### src/rtl/fifo_ram_ctrl_if.sv
// rtl/fifo_ram_ctrl_if.sv - producer/consumer handshake bundle for the FIFO RAM controller
interface fifo_ram_ctrl_if #(
  parameter int DATA_WIDTH = 32
);
  logic                  wrValid;
  logic [DATA_WIDTH-1:0] wrData;
  logic                  wrReady;
  logic                  rdValid;
  logic [DATA_WIDTH-1:0] rdData;
  logic                  rdReady;

  // Environment side: drives samples in and drains samples out
  modport master (
    output wrValid, wrData, rdReady,
    input  wrReady, rdValid, rdData
  );

  // Controller side
  modport slave (
    input  wrValid, wrData, rdReady,
    output wrReady, rdValid, rdData
  );
endinterface

### src/rtl/fifo_ram_ctrl.sv
// rtl/fifo_ram_ctrl.sv - FWFT FIFO pointer/flag controller around a dual-port RAM
module fifo_ram_ctrl #(
  parameter int ADDR_WIDTH = 4,
  parameter int DATA_WIDTH = 32,
  parameter int AF_THRESH  = (1 << ADDR_WIDTH) - 2
) (
  input  logic                  clk,
  input  logic                  rst_n,
  input  logic                  flush_i,
  fifo_ram_ctrl_if.slave        bus,
  output logic [ADDR_WIDTH:0]   level_o,
  output logic                  almostFull_o,
  output logic                  overflow_o,
  output logic                  underflow_o,
  output logic [ADDR_WIDTH-1:0] ramAddrA_o,
  output logic                  ramWriteA_o,
  output logic [DATA_WIDTH-1:0] ramWriteDataA_o,
  output logic [ADDR_WIDTH-1:0] ramAddrB_o,
  output logic                  ramWriteB_o,
  input  logic [DATA_WIDTH-1:0] ramReadDataB_i
);

  localparam int PW = ADDR_WIDTH + 1;
  localparam logic [PW-1:0] DEPTH_C = PW'(1 << ADDR_WIDTH);
  localparam logic [PW-1:0] AF_T    = PW'(AF_THRESH);

  // Pointers carry one extra MSB so full (DEPTH) and empty (0) are distinguishable
  logic [PW-1:0]         wr_ptr_q, wr_ptr_d;
  logic [PW-1:0]         rd_ptr_q, rd_ptr_d;
  logic                  rd_valid_q, rd_valid_d;
  logic [DATA_WIDTH-1:0] rd_data_q, rd_data_d;
  logic [PW-1:0]         level_q, level_d;
  logic                  ovf_q, ovf_d;
  logic                  unf_q, unf_d;

  logic [PW-1:0] ram_count;
  logic [PW-1:0] ram_count_d;
  logic          wr_ready;
  logic          wr_fire;
  logic          load;

  assign ram_count = wr_ptr_q - rd_ptr_q;
  // Full refuses writes even when a pop happens in the same cycle
  assign wr_ready  = (ram_count != DEPTH_C) && !flush_i;
  assign wr_fire   = bus.wrValid && wr_ready;
  // Refill the output register when it is empty or being drained this cycle
  assign load      = (ram_count != '0) && (!rd_valid_q || bus.rdReady) && !flush_i;

  // Next-state for pointers, output stage, level and sticky flags; flush wins over everything
  always_comb begin
    wr_ptr_d    = wr_ptr_q;
    rd_ptr_d    = rd_ptr_q;
    rd_valid_d  = rd_valid_q;
    rd_data_d   = rd_data_q;
    ovf_d       = ovf_q;
    unf_d       = unf_q;
    if (flush_i) begin
      wr_ptr_d   = '0;
      rd_ptr_d   = '0;
      rd_valid_d = 1'b0;
      ovf_d      = 1'b0;
      unf_d      = 1'b0;
    end else begin
      if (wr_fire) begin
        wr_ptr_d = wr_ptr_q + 1'b1;
      end
      if (load) begin
        rd_data_d  = ramReadDataB_i;
        rd_ptr_d   = rd_ptr_q + 1'b1;
        rd_valid_d = 1'b1;
      end else if (bus.rdReady && rd_valid_q) begin
        rd_valid_d = 1'b0;
      end
      if (bus.wrValid && !wr_ready) begin
        ovf_d = 1'b1;
      end
      if (bus.rdReady && !rd_valid_q) begin
        unf_d = 1'b1;
      end
    end
    ram_count_d = wr_ptr_d - rd_ptr_d;
    level_d     = ram_count_d + {{(PW-1){1'b0}}, rd_valid_d};
  end

  // State registers with asynchronous clear; rdData keeps its (don't-care) value on flush
  always_ff @(posedge clk or negedge rst_n) begin
    if (!rst_n) begin
      wr_ptr_q   <= '0;
      rd_ptr_q   <= '0;
      rd_valid_q <= 1'b0;
      rd_data_q  <= '0;
      level_q    <= '0;
      ovf_q      <= 1'b0;
      unf_q      <= 1'b0;
    end else begin
      wr_ptr_q   <= wr_ptr_d;
      rd_ptr_q   <= rd_ptr_d;
      rd_valid_q <= rd_valid_d;
      rd_data_q  <= rd_data_d;
      level_q    <= level_d;
      ovf_q      <= ovf_d;
      unf_q      <= unf_d;
    end
  end

  assign bus.wrReady     = wr_ready;
  assign bus.rdValid     = rd_valid_q;
  assign bus.rdData      = rd_data_q;
  assign level_o         = level_q;
  assign almostFull_o    = (level_q >= AF_T);
  assign overflow_o      = ovf_q;
  assign underflow_o     = unf_q;
  assign ramAddrA_o      = wr_ptr_q[ADDR_WIDTH-1:0];
  assign ramWriteA_o     = wr_fire;
  assign ramWriteDataA_o = bus.wrData;
  assign ramAddrB_o      = rd_ptr_q[ADDR_WIDTH-1:0];
  assign ramWriteB_o     = 1'b0;

endmodule

### src/flat_wrapper.sv
// flat-port wrapper written by rule: the top's interface ports become plain ports
module fifo_ram_ctrl_flat 
#(
  parameter int ADDR_WIDTH = 4,
  parameter int DATA_WIDTH = 32,
  parameter int AF_THRESH  = (1 << ADDR_WIDTH) - 2
)
  (clk, rst_n, flush_i, level_o, almostFull_o, overflow_o, underflow_o, ramAddrA_o, ramWriteA_o, ramWriteDataA_o, ramAddrB_o, ramWriteB_o, ramReadDataB_i, bus_wrValid, bus_wrData, bus_rdReady, bus_wrReady, bus_rdValid, bus_rdData);
  fifo_ram_ctrl_if #(.DATA_WIDTH(DATA_WIDTH)) bus_i ();
  input  logic clk;
  input  logic rst_n;
  input  logic flush_i;
  output logic [ADDR_WIDTH:0] level_o;
  output logic almostFull_o;
  output logic overflow_o;
  output logic underflow_o;
  output logic [ADDR_WIDTH-1:0] ramAddrA_o;
  output logic ramWriteA_o;
  output logic [DATA_WIDTH-1:0] ramWriteDataA_o;
  output logic [ADDR_WIDTH-1:0] ramAddrB_o;
  output logic ramWriteB_o;
  input  logic [DATA_WIDTH-1:0] ramReadDataB_i;
  input wire logic [$bits(bus_i.wrValid)-1:0] bus_wrValid;
  input wire logic [$bits(bus_i.wrData)-1:0] bus_wrData;
  input wire logic [$bits(bus_i.rdReady)-1:0] bus_rdReady;
  output wire logic [$bits(bus_i.wrReady)-1:0] bus_wrReady;
  output wire logic [$bits(bus_i.rdValid)-1:0] bus_rdValid;
  output wire logic [$bits(bus_i.rdData)-1:0] bus_rdData;
  assign bus_i.wrValid = bus_wrValid;
  assign bus_i.wrData = bus_wrData;
  assign bus_i.rdReady = bus_rdReady;
  assign bus_wrReady = bus_i.wrReady;
  assign bus_rdValid = bus_i.rdValid;
  assign bus_rdData = bus_i.rdData;
  fifo_ram_ctrl #(.ADDR_WIDTH(ADDR_WIDTH), .DATA_WIDTH(DATA_WIDTH), .AF_THRESH(AF_THRESH)) u_core (.clk(clk), .rst_n(rst_n), .flush_i(flush_i), .bus(bus_i), .level_o(level_o), .almostFull_o(almostFull_o), .overflow_o(overflow_o), .underflow_o(underflow_o), .ramAddrA_o(ramAddrA_o), .ramWriteA_o(ramWriteA_o), .ramWriteDataA_o(ramWriteDataA_o), .ramAddrB_o(ramAddrB_o), .ramWriteB_o(ramWriteB_o), .ramReadDataB_i(ramReadDataB_i));
endmodule
### config.mk
export PLATFORM = sky130hd
export DESIGN_NAME = fifo_ram_ctrl_flat
export DESIGN_NICKNAME = d
export VERILOG_FILES = /design/src/rtl/fifo_ram_ctrl_if.sv /design/src/rtl/fifo_ram_ctrl.sv /design/src/flat_wrapper.sv
export SDC_FILE = /design/constraint.sdc
export NUM_CORES = 1
export LEC_CHECK = 0
export CELL_PAD_IN_SITES_DETAIL_PLACEMENT = 1
export CELL_PAD_IN_SITES_GLOBAL_PLACEMENT = 1
export CORE_UTILIZATION = 30
export CTS_CLUSTER_SIZE = 30
export DETAILED_ROUTE_END_ITERATION = 16
export PLACE_DENSITY = 0.83
export RECOVER_POWER = 100
export SLEW_MARGIN = 20
export SYNTH_ARGS = -nofsm -noshare
export SYNTH_HDL_FRONTEND = slang
export SYNTH_SLANG_ARGS = --single-unit
### constraint.sdc
create_clock -name clk -period 5.1 [get_ports clk]
set_input_delay 1.02 -clock clk [delete_from_list [all_inputs] [get_ports clk]]
set_output_delay 1.02 -clock clk [all_outputs]
set_load 0.05 [all_outputs]
==> flow_summary.yaml, run 1 <==
status:
  status: "finished with violations"
  violations: "max-capacitance violations, max-slew violations"
global_routing:
  grt_overflow: 0
  antenna_found_initial: 0
  grt_pass1_wl_mm: 10.7
  grt_pass1_vias: 2082
  grt_max_degree: 51
  grtUsageTotal: 0.137
synth:
  syn_avg_cell_area_sq_um: 12.1
  yosysUniqueCellTypes: 43
  ys.flop_type: "dfrtp_1"
  seq_area_frac_synth: 0.424
  syn_nets: 328
  netlist_area_sq_um: 2950
  yosys.area_share.xor_xnor: 0.0411
  synth_adder_area_share: 0.0662
  yosys.area_share.simple: 0.0806
  muxShareOfSynthArea: 0.176
  syn_inst: 244
  synth_top_family_by_area: "multiplexers"
  synth-seq-cells: 50
  async_reset_ff_frac: 1.00
  synth-edff-count: 0
  synth_compound_area_frac: 0.0670
  ys_warn_count: 0
timing:
  finalSetupViolations: 0
  max_freq_ghz: 0.222
  fin_tns_setup_ps: 0
  fin_crit_ps: 4510
  hold_viol_final: 0
  rsz0062_at_grt: "false"
  fin_skew_ps: 4.23
  finalCritPeriodShare: 0.885
  maxSlewHeadroom: -0.851
  slew_viol_final: 51
  worstMarginPinSlew_ps: 2780
route:
  dr.pass1.iters: 4
  wire_per_inst_um: 15.8
  ant_nets: 0
  drc_errors: 0
  drt-vias-per-instance: 4.48
  wl_mm: 6.68
  drtIter0Drc: 54
  num_vias: 1899
clock_tree:
  cts_tree: "yes"
  post_cts_resized: 0
  htreeDepth: 2
  postCtsSetupBuffers: 0
  cts_buffers: 5
  ctsHoldBuffers: 0
  path_clk_slew_ps: 100
  cts.sinks: 50
  insertion_delay_ps: 300
  cts_root_buf: "clkbuf_8"
  ctsLongestPathBuffers: 2
die:
  die_area_sq_um: 10200
  core-area_sq_um: 9370
  fp-row-count: 35
  start_util: 0.315
  ios: 153
  die_h_um: 101
  dieWidth_um: 101
layout:
  layout-drive-gt1-share: 0.0915
  fill_cells: 1059
  instances_no_fill: 424
  num_antenna_cells: 0
  final_nets: 378
  area_growth_pct: 21.9
  multi_input_area_sq_um: 1140
  final_cell_mix: "dlygate4sd3_1, dfrtp_1, clkdlybuf4s50_1, mux2_1"
  regArea_sq_um: 1250
  final_common_cell: "dlygate4sd3_1"
placed_design:
  portBuffers: 87
  dp_cells: 416
  dp_hpwl_mm: 5.10
  routabilityCongestion: 0.803
setup_path:
  start_kind: "register"
  cp-end-kind: "register"
  r2r-start: "u_core.rd_ptr_q[1]$_DFF_PN0_"
  crit_chain: "inv_1, ha_1, nor2b_1, o211ai_1, a21oi_1, o41ai_2, buf_4, o21ai_0, a21oi_1, ha_1, ha_1, nor2b_1, o21ai_0, nand2b_1, xor2_1, or4b_1, o211ai_1, xnor2_1"
  cp.arrival_ps: 4740
  cp-startpoint: "u_core.rd_ptr_q[1]$_DFF_PN0_"
  crit_required_ps: 5330
  cp_slowest_stage_delay_ps: 620
  cp_max_fo: 10
  worst_path_max_delay_cell: "o41ai_2"
  crit_top_cell: "ha_1"
  worst-setup-path-type: "register to register"
job:
  drv_cap: 1
power:
  leakage_nw: 1.58
  power.density_nw_per_um2: 732
  ir_drop_v: 0.000252
hold_path:
  hp-start: "u_core.bus.rdData[20]$_DFFE_PN0P_"
  holdCritPathClass: "register to register"
state kept, by name, indices dropped and copies added, names as in the netlist:
signal and cells:
u_core.rd_ptr_q 5, u_core.overflow_o 1, u_core.bus.rdData 32, u_core.underflow_o 1
u_core.bus.rdValid 1, u_core.wr_ptr_q 5, u_core.level_o 5
per-stage QoR:
stage | hold slack, ps | worst slack, ps | cell area (sq um) | util | power [mW]
6_report | 485 | 589 | 3600 | 0.384 | 2.63
2_1_floorplan | 543 | 962 | 2950 | - | 2.18
5_1_grt | 523 | 156 | 3600 | 0.384 | 2.81
4_1_cts | 522 | 561 | 3740 | 0.399 | 2.91
3_3_place_gp | 481 | 692 | 3640 | 0.388 | 2.61
3_5_place_dp | 492 | 613 | 3640 | 0.388 | 2.64
final cells by class:
type / count / share of cell area
well taps: 129 / 0.0449
inverters: 15 / 0.0157
clock buffers: 5 / 0.0191
flip-flops and latches: 50 / 0.348
clock inverters: 3 / 0.00800
multi-input cells: 131 / 0.318
repair buffers: 91 / 0.247
cell usage after synthesis (2+ instances only):
| master | number | area share |
|---|---|---|
| dfrtp_1 | 50 | 0.42 |
| buf_4 | 42 | 0.11 |
| mux2_4 | 31 | 0.16 |
| inv_1 | 15 | 0.019 |
| ha_1 | 14 | 0.059 |
| nor2_1 | 14 | 0.018 |
| xnor2_1 | 9 | 0.027 |
| a21oi_1 | 8 | 0.014 |
| buf_6 | 4 | 0.015 |
| nand3_1 | 4 | 0.0068 |
| o21ai_0 | 4 | 0.0068 |
| mux2i_1 | 3 | 0.010 |
| or2_1 | 3 | 0.0064 |
| or3_1 | 3 | 0.0064 |
| xor2_1 | 3 | 0.0089 |
| a21o_1 | 2 | 0.0051 |
| a31o_2 | 2 | 0.0059 |
| mux2_2 | 2 | 0.0076 |
| nand2_1 | 2 | 0.0025 |
| nand2b_1 | 2 | 0.0042 |
| nor2b_1 | 2 | 0.0042 |
| nor3_1 | 2 | 0.0034 |
| o211ai_1 | 2 | 0.0051 |
| or2_2 | 2 | 0.0042 |
final timing paths:
path / endpoint / slack, ps / cells after the start
setup / recovery: u_core.level_o[4]$_DFF_PN0_ / 590 / 18
min in group asynchronous: u_core.bus.rdData[7]$_DFFE_PN0P_ / 1700 / 2
setup reg to reg: u_core.level_o[4]$_DFF_PN0_ / 590 / 18
max in group asynchronous: u_core.bus.rdData[15]$_DFFE_PN0P_ / 1860 / 2
hold / removal: u_core.bus.rdData[20]$_DFFE_PN0P_ / 480 / 1
hold reg to reg: u_core.bus.rdData[20]$_DFFE_PN0P_ / 480 / 1
where the power goes:
| part | leakage, nW | total (mW) | internal [mW] | switching [mW] |
|---|---|---|---|---|
| Combinational | 0.915 | 1.72 | 0.601 | 1.12 |
| Sequential | 0.610 | 0.667 | 0.574 | 0.0934 |
| Clock | 0.0502 | 0.249 | 0.102 | 0.147 |
routing by layer:
layer / up-vias / GRT usage / wire (um)
met5: - / 0 / 0
met4: 0 / 0.0446 / 115
met3: 12 / 0.0311 / 285
met2: 54 / 0.240 / 3560
met1: 959 / 0.165 / 2720
li1: 874 / - / -
cell families after synthesis:
group | count (synthesis)
AO/OA/AOI/OAI | 25
other | 1
AND/OR/NAND/NOR | 41
multiplexers | 36
flip-flops | 50
buffers and inverters | 63
adder cells (fa/ha/maj) | 15
XOR/XNOR | 13
worst max-delay path, delay by kind of cell (launching register included):
| family | cells | cell delay [ps] |
|---|---|---|
| XOR/XNOR | 2 | 290 |
| buffers and inverters | 2 | 330 |
| AND/OR/NAND/NOR | 4 | 900 |
| AO/OA/AOI/OAI | 7 | 1580 |
| adder cells (fa/ha/maj) | 3 | 910 |
| flip-flops | 1 | 420 |
No activity file was read; power rests on OpenSTA's default activity.
==> run 2: changes to the inputs <==
Settings changed: CORE_UTILIZATION 30 to 47, DONT_BUFFER_PORTS set to 1, PLACE_DENSITY 0.83 to 0.81.
==> flow_summary.yaml, run 2 (synthesis gave the netlist of run 1 again) <==
clock_tree:
  ctsLongestPathBuffers: 2
  insertion_delay_ps: 310
  postCtsSetupBuffers: 0
  htreeDepth: 2
  cts_root_buf: "clkbuf_8"
  path_clk_slew_ps: 90
  cts_tree: "yes"
  post_cts_resized: 0
  cts.sinks: 50
  ctsHoldBuffers: 0
  cts_buffers: 5
global_routing:
  grt_pass1_vias: 1672
  grt_pass1_wl_mm: 8.51
  antenna_found_initial: 0
  grt_max_degree: 51
  grtUsageTotal: 0.177
  grt_overflow: 0
die:
  start_util: 0.492
  die_area_sq_um: 6600
  ios: 153
  core-area_sq_um: 5990
  fp-row-count: 28
  die_h_um: 81.2
  dieWidth_um: 81.2
layout:
  final_cell_mix: "dfrtp_1, mux2_1, inv_1, nor2_1, ha_1"
  instances_no_fill: 288
  fill_cells: 645
  final_common_cell: "dfrtp_1"
  largest_reg_flops: 32
  area_growth_pct: -8.52
  final_nets: 296
  num_antenna_cells: 0
  fin_area_sq_um: 2700
  layout-drive-gt1-share: 0.103
timing:
  rsz0062_at_grt: "false"
  maxSlewHeadroom: -0.138
  hold_viol_final: 0
  fin_tns_setup_ps: 0
  finalCritPeriodShare: 0.932
  slew_viol_final: 33
  max_freq_ghz: 0.210
  fin_crit_ps: 4750
  finalSetupViolations: 0
  setup_ws_ps: 348
  fin_skew_ps: 8.31
  worstMarginPinSlew_ps: 1710
setup_path:
  start_kind: "register"
  worst-setup-path-type: "register to register"
  r2r_end: "u_core.level_o[4]$_DFF_PN0_"
  ff2ff_setup_slack_ps: 350
  crit_required_ps: 5340
  reg2regPathDepth: 17
  cp.arrival_ps: 4990
  r2r-start: "u_core.rd_ptr_q[3]$_DFF_PN0_"
  cp_max_fo: 6
  cp-startpoint: "u_core.rd_ptr_q[3]$_DFF_PN0_"
  cp-end-kind: "register"
status:
  violations: "max-capacitance violations, max-slew violations"
  status: "finished with violations"
route:
  wire_per_inst_um: 19.4
  num_vias: 1591
  drc_errors: 0
  dr.pass1.iters: 4
  drtIter0Drc: 36
  ant_nets: 0
  wl_mm: 5.58
  drt-vias-per-instance: 5.52
placed_design:
  routabilityCongestion: 0.838
  dp_hpwl_mm: 4.36
  postPlaceCellArea_sq_um: 2740
  portBuffers: 0
  dp_cells: 280
  pre_cts_slack_ps: 314
power:
  ir_drop_v: 0.000374
  leakage_nw: 1.20
  power.density_nw_per_um2: 876
hold_path:
  holdCritPathClass: "input pin to asynchronous set/reset pin"
job:
  drv_cap: 1
[run 2: worst max-delay path: stages (launching register included)]
cell	delay [ps]
dfrtp_1	680
inv_1	120
ha_1	390
a21oi_1	210
a21oi_1	140
o41ai_4	640
nor2_1	110
xnor2_1	160
or2_2	290
ha_1	300
ha_1	340
nor2b_1	140
o21ai_0	140
nand2b_1	110
xor2_1	170
or4b_1	490
o211ai_1	120
xnor2_1	140
[run 2: routing by layer]
| layer | wire length (um) | part of all wire | global-route usage |
|---|---|---|---|
| met1 | 2190 | 0.39 | 0.216 |
| met2 | 2980 | 0.53 | 0.298 |
| met3 | 299 | 0.054 | 0.0416 |
| met4 | 116 | 0.021 | 0.0732 |
| met5 | 0 | 0 | 0 |
[run 2: through the flow]
step / util / hold slack, ps / power [mW]
floorplan: - / 543 / 2.18
global placement: 0.458 / 646 / 2.24
detailed placement: 0.458 / 672 / 2.28
CTS: 0.476 / 378 / 2.58
global route: 0.451 / 377 / 2.50
finish: 0.451 / 398 / 2.36
[run 2: cell type report]
| class | instances | area [sq um] | area share |
|---|---|---|---|
| Sequential cell | 50 | 1250 | 0.464 |
| Clock buffer | 6 | 72.6 | 0.0269 |
| Timing Repair Buffer | 9 | 41.3 | 0.0153 |
| Clock inverter | 2 | 37.5 | 0.0139 |
| Tap cell | 75 | 93.8 | 0.0348 |
| Multi-Input combinational cell | 131 | 1150 | 0.425 |
| Inverter | 15 | 56.3 | 0.0209 |
[run 2: worst max-delay path by stage]
stage | slack, ps | cells past startpoint | end
2_1_floorplan | 960 | 17 | u_core.level_o[4]$_DFF_PN0_
4_1_cts | 270 | 17 | u_core.level_o[4]$_DFF_PN0_
6_report | 350 | 17 | u_core.level_o[4]$_DFF_PN0_
3_3_place_gp | 490 | 17 | u_core.level_o[4]$_DFF_PN0_
5_1_grt | 80 | 17 | u_core.level_o[4]$_DFF_PN0_
3_5_place_dp | 310 | 17 | u_core.level_o[4]$_DFF_PN0_
[run 2: where the power goes]
group / internal (mW) / switching [mW]
Combinational: 0.351 / 0.481
Sequential: 0.565 / 0.688
Clock: 0.146 / 0.133
==> run 3: changes to the inputs <==
Settings changed: GPL_TIMING_DRIVEN set to 0.
==> flow_summary.yaml, run 3 (synthesis gave the netlist of run 1 again) <==
status:
  status: "completed"
die:
  fp-row-count: 28
  die_area_sq_um: 6600
  die_h_um: 81.2
  core-area_sq_um: 5990
  start_util: 0.492
  ios: 153
  dieWidth_um: 81.2
placed_design:
  dp_hpwl_mm: 4.56
  portBuffers: 0
  postPlaceCellArea_sq_um: 3040
  routabilityCongestion: 0.727
timing:
  rsz0062_at_grt: "false"
  maxSlewHeadroom: 0.408
  fin_tns_setup_ps: 0
  finalSetupViolations: 0
  hold_viol_final: 0
  fin_crit_ps: 4600
  max_freq_ghz: 0.217
  finalCritPeriodShare: 0.902
  worstMarginPinSlew_ps: 884
  slew_viol_final: 0
  fin_skew_ps: 7.10
setup_path:
  r2r_end: "u_core.level_o[4]$_DFF_PN0_"
  cp_slowest_stage_delay_ps: 490
  cp-end-kind: "register"
  reg2regPathDepth: 20
  cp_max_fo: 10
  crit_chain: "ha_1, nor2b_1, o211ai_1, a21oi_1, o41ai_2, buf_4, xnor2_1, or2_0, ha_1, inv_1, ha_1, inv_1, fa_1, nor2b_1, o21ai_0, nand2b_1, xor2_1, or4b_1, o211ai_1, xnor2_1"
  cp_num_buf_inv: 3
  crit_top_cell: "ha_1"
  crit_required_ps: 5340
  cp.arrival_ps: 4840
  worst-setup-path-type: "register to register"
  worst_path_max_delay_cell: "o41ai_2"
  ff2ff_setup_slack_ps: 500
  start_kind: "register"
  crit_family: "adder cells"
  r2r-start: "u_core.wr_ptr_q[1]$_DFF_PN0_"
layout:
  fin_area_sq_um: 2840
  largest_reg_flops: 32
  num_antenna_cells: 0
  final_cell_mix: "dfrtp_1, clkbuf_1, mux2_1, inv_1, nor2_1"
  area_growth_pct: -3.65
  final_nets: 335
  final_common_cell: "dfrtp_1"
  layout-drive-gt1-share: 0.0952
route:
  wl_mm: 5.94
  dr.pass1.iters: 4
  wire_per_inst_um: 18.2
  drt-vias-per-instance: 5.31
  drtIter0Drc: 37
  ant_nets: 0
  drc_errors: 0
  num_vias: 1737
clock_tree:
  cts_buffers: 5
  htreeDepth: 2
  post_cts_resized: 0
  postCtsSetupBuffers: 0
  ctsLongestPathBuffers: 2
  ctsHoldBuffers: 0
  cts.sinks: 50
  path_clk_slew_ps: 100
  cts_tree: "yes"
  insertion_delay_ps: 310
  cts_root_buf: "clkbuf_8"
global_routing:
  antenna_found_initial: 0
  grt_pass1_wl_mm: 8.96
  grt_pass1_vias: 1700
  grt_overflow: 0
  grt_max_degree: 51
  grtUsageTotal: 0.181
hold_path:
  holdCritPathClass: "input pin to asynchronous set/reset pin"
job:
  drv_cap: 0
power:
  leakage_nw: 1.25
  power.density_nw_per_um2: 853
  ir_drop_v: 0.000441
  finalPower_mw: 2.42
-- run 3: worst max-delay path by stage --
stage                                             from                          end  slack [ps]  depth (start not counted)
after floorplan           u_core.wr_ptr_q[1]$_DFF_PN0_  u_core.level_o[4]$_DFF_PN0_         960                         17
after global placement    u_core.wr_ptr_q[1]$_DFF_PN0_  u_core.level_o[4]$_DFF_PN0_         560                         17
final                     u_core.wr_ptr_q[1]$_DFF_PN0_  u_core.level_o[4]$_DFF_PN0_         500                         20
after global routing      u_core.rd_ptr_q[1]$_DFF_PN0_  u_core.level_o[4]$_DFF_PN0_         200                         21
after detailed placement  u_core.rd_ptr_q[1]$_DFF_PN0_  u_core.level_o[4]$_DFF_PN0_         470                         21
after CTS                 u_core.rd_ptr_q[1]$_DFF_PN0_  u_core.level_o[4]$_DFF_PN0_         440                         21
-- run 3: worst register-to-register path, delay by kind of cell (launching register included) --
kind	cells	cell delay (ps)
AND/OR/NAND/NOR	5	1140
XOR/XNOR	3	320
flip-flops	1	450
adder cells (fa/ha/maj)	4	1190
buffers and inverters	3	380
AO/OA/AOI/OAI	5	1030
-- run 3: final cells by class --
| class | count | area, sq um |
|---|---|---|
| plain buffers | 48 | 189 |
| clock buffers | 5 | 68.8 |
| clock inverters | 3 | 48.8 |
| fillers | 669 | 3150 |
| inverters | 15 | 56.3 |
| multi-input cells | 131 | 1130 |
| flip-flops and latches | 50 | 1250 |
| well taps | 75 | 93.8 |
-- run 3: layer usage --
layer | wire [um] | part of all wire | global-route usage
met5 | 0 | 0 | 0
met4 | 75 | 0.013 | 0.0536
met3 | 400 | 0.067 | 0.0371
met2 | 3110 | 0.52 | 0.311
met1 | 2360 | 0.40 | 0.228
-- run 3: power by group --
| group | switching, mW | leakage (nW) | internal, mW |
|---|---|---|---|
| clock | 0.145 | 0.0563 | 0.150 |
| sequential | 0.703 | 0.610 | 0.565 |
| combinational | 0.509 | 0.580 | 0.353 |
| total | 1.36 | 1.25 | 1.07 |
-- run 3: per-stage QoR --
stage               hold WS (ps)  cells  setup WS [ps]  utilization
floorplan                    543    244            962            -
global placement             600    319            563        0.508
detailed placement           621    319            469        0.508
CTS                          387    327            436        0.528
global route                 375    327            195        0.475
finish                       395    327            497        0.475
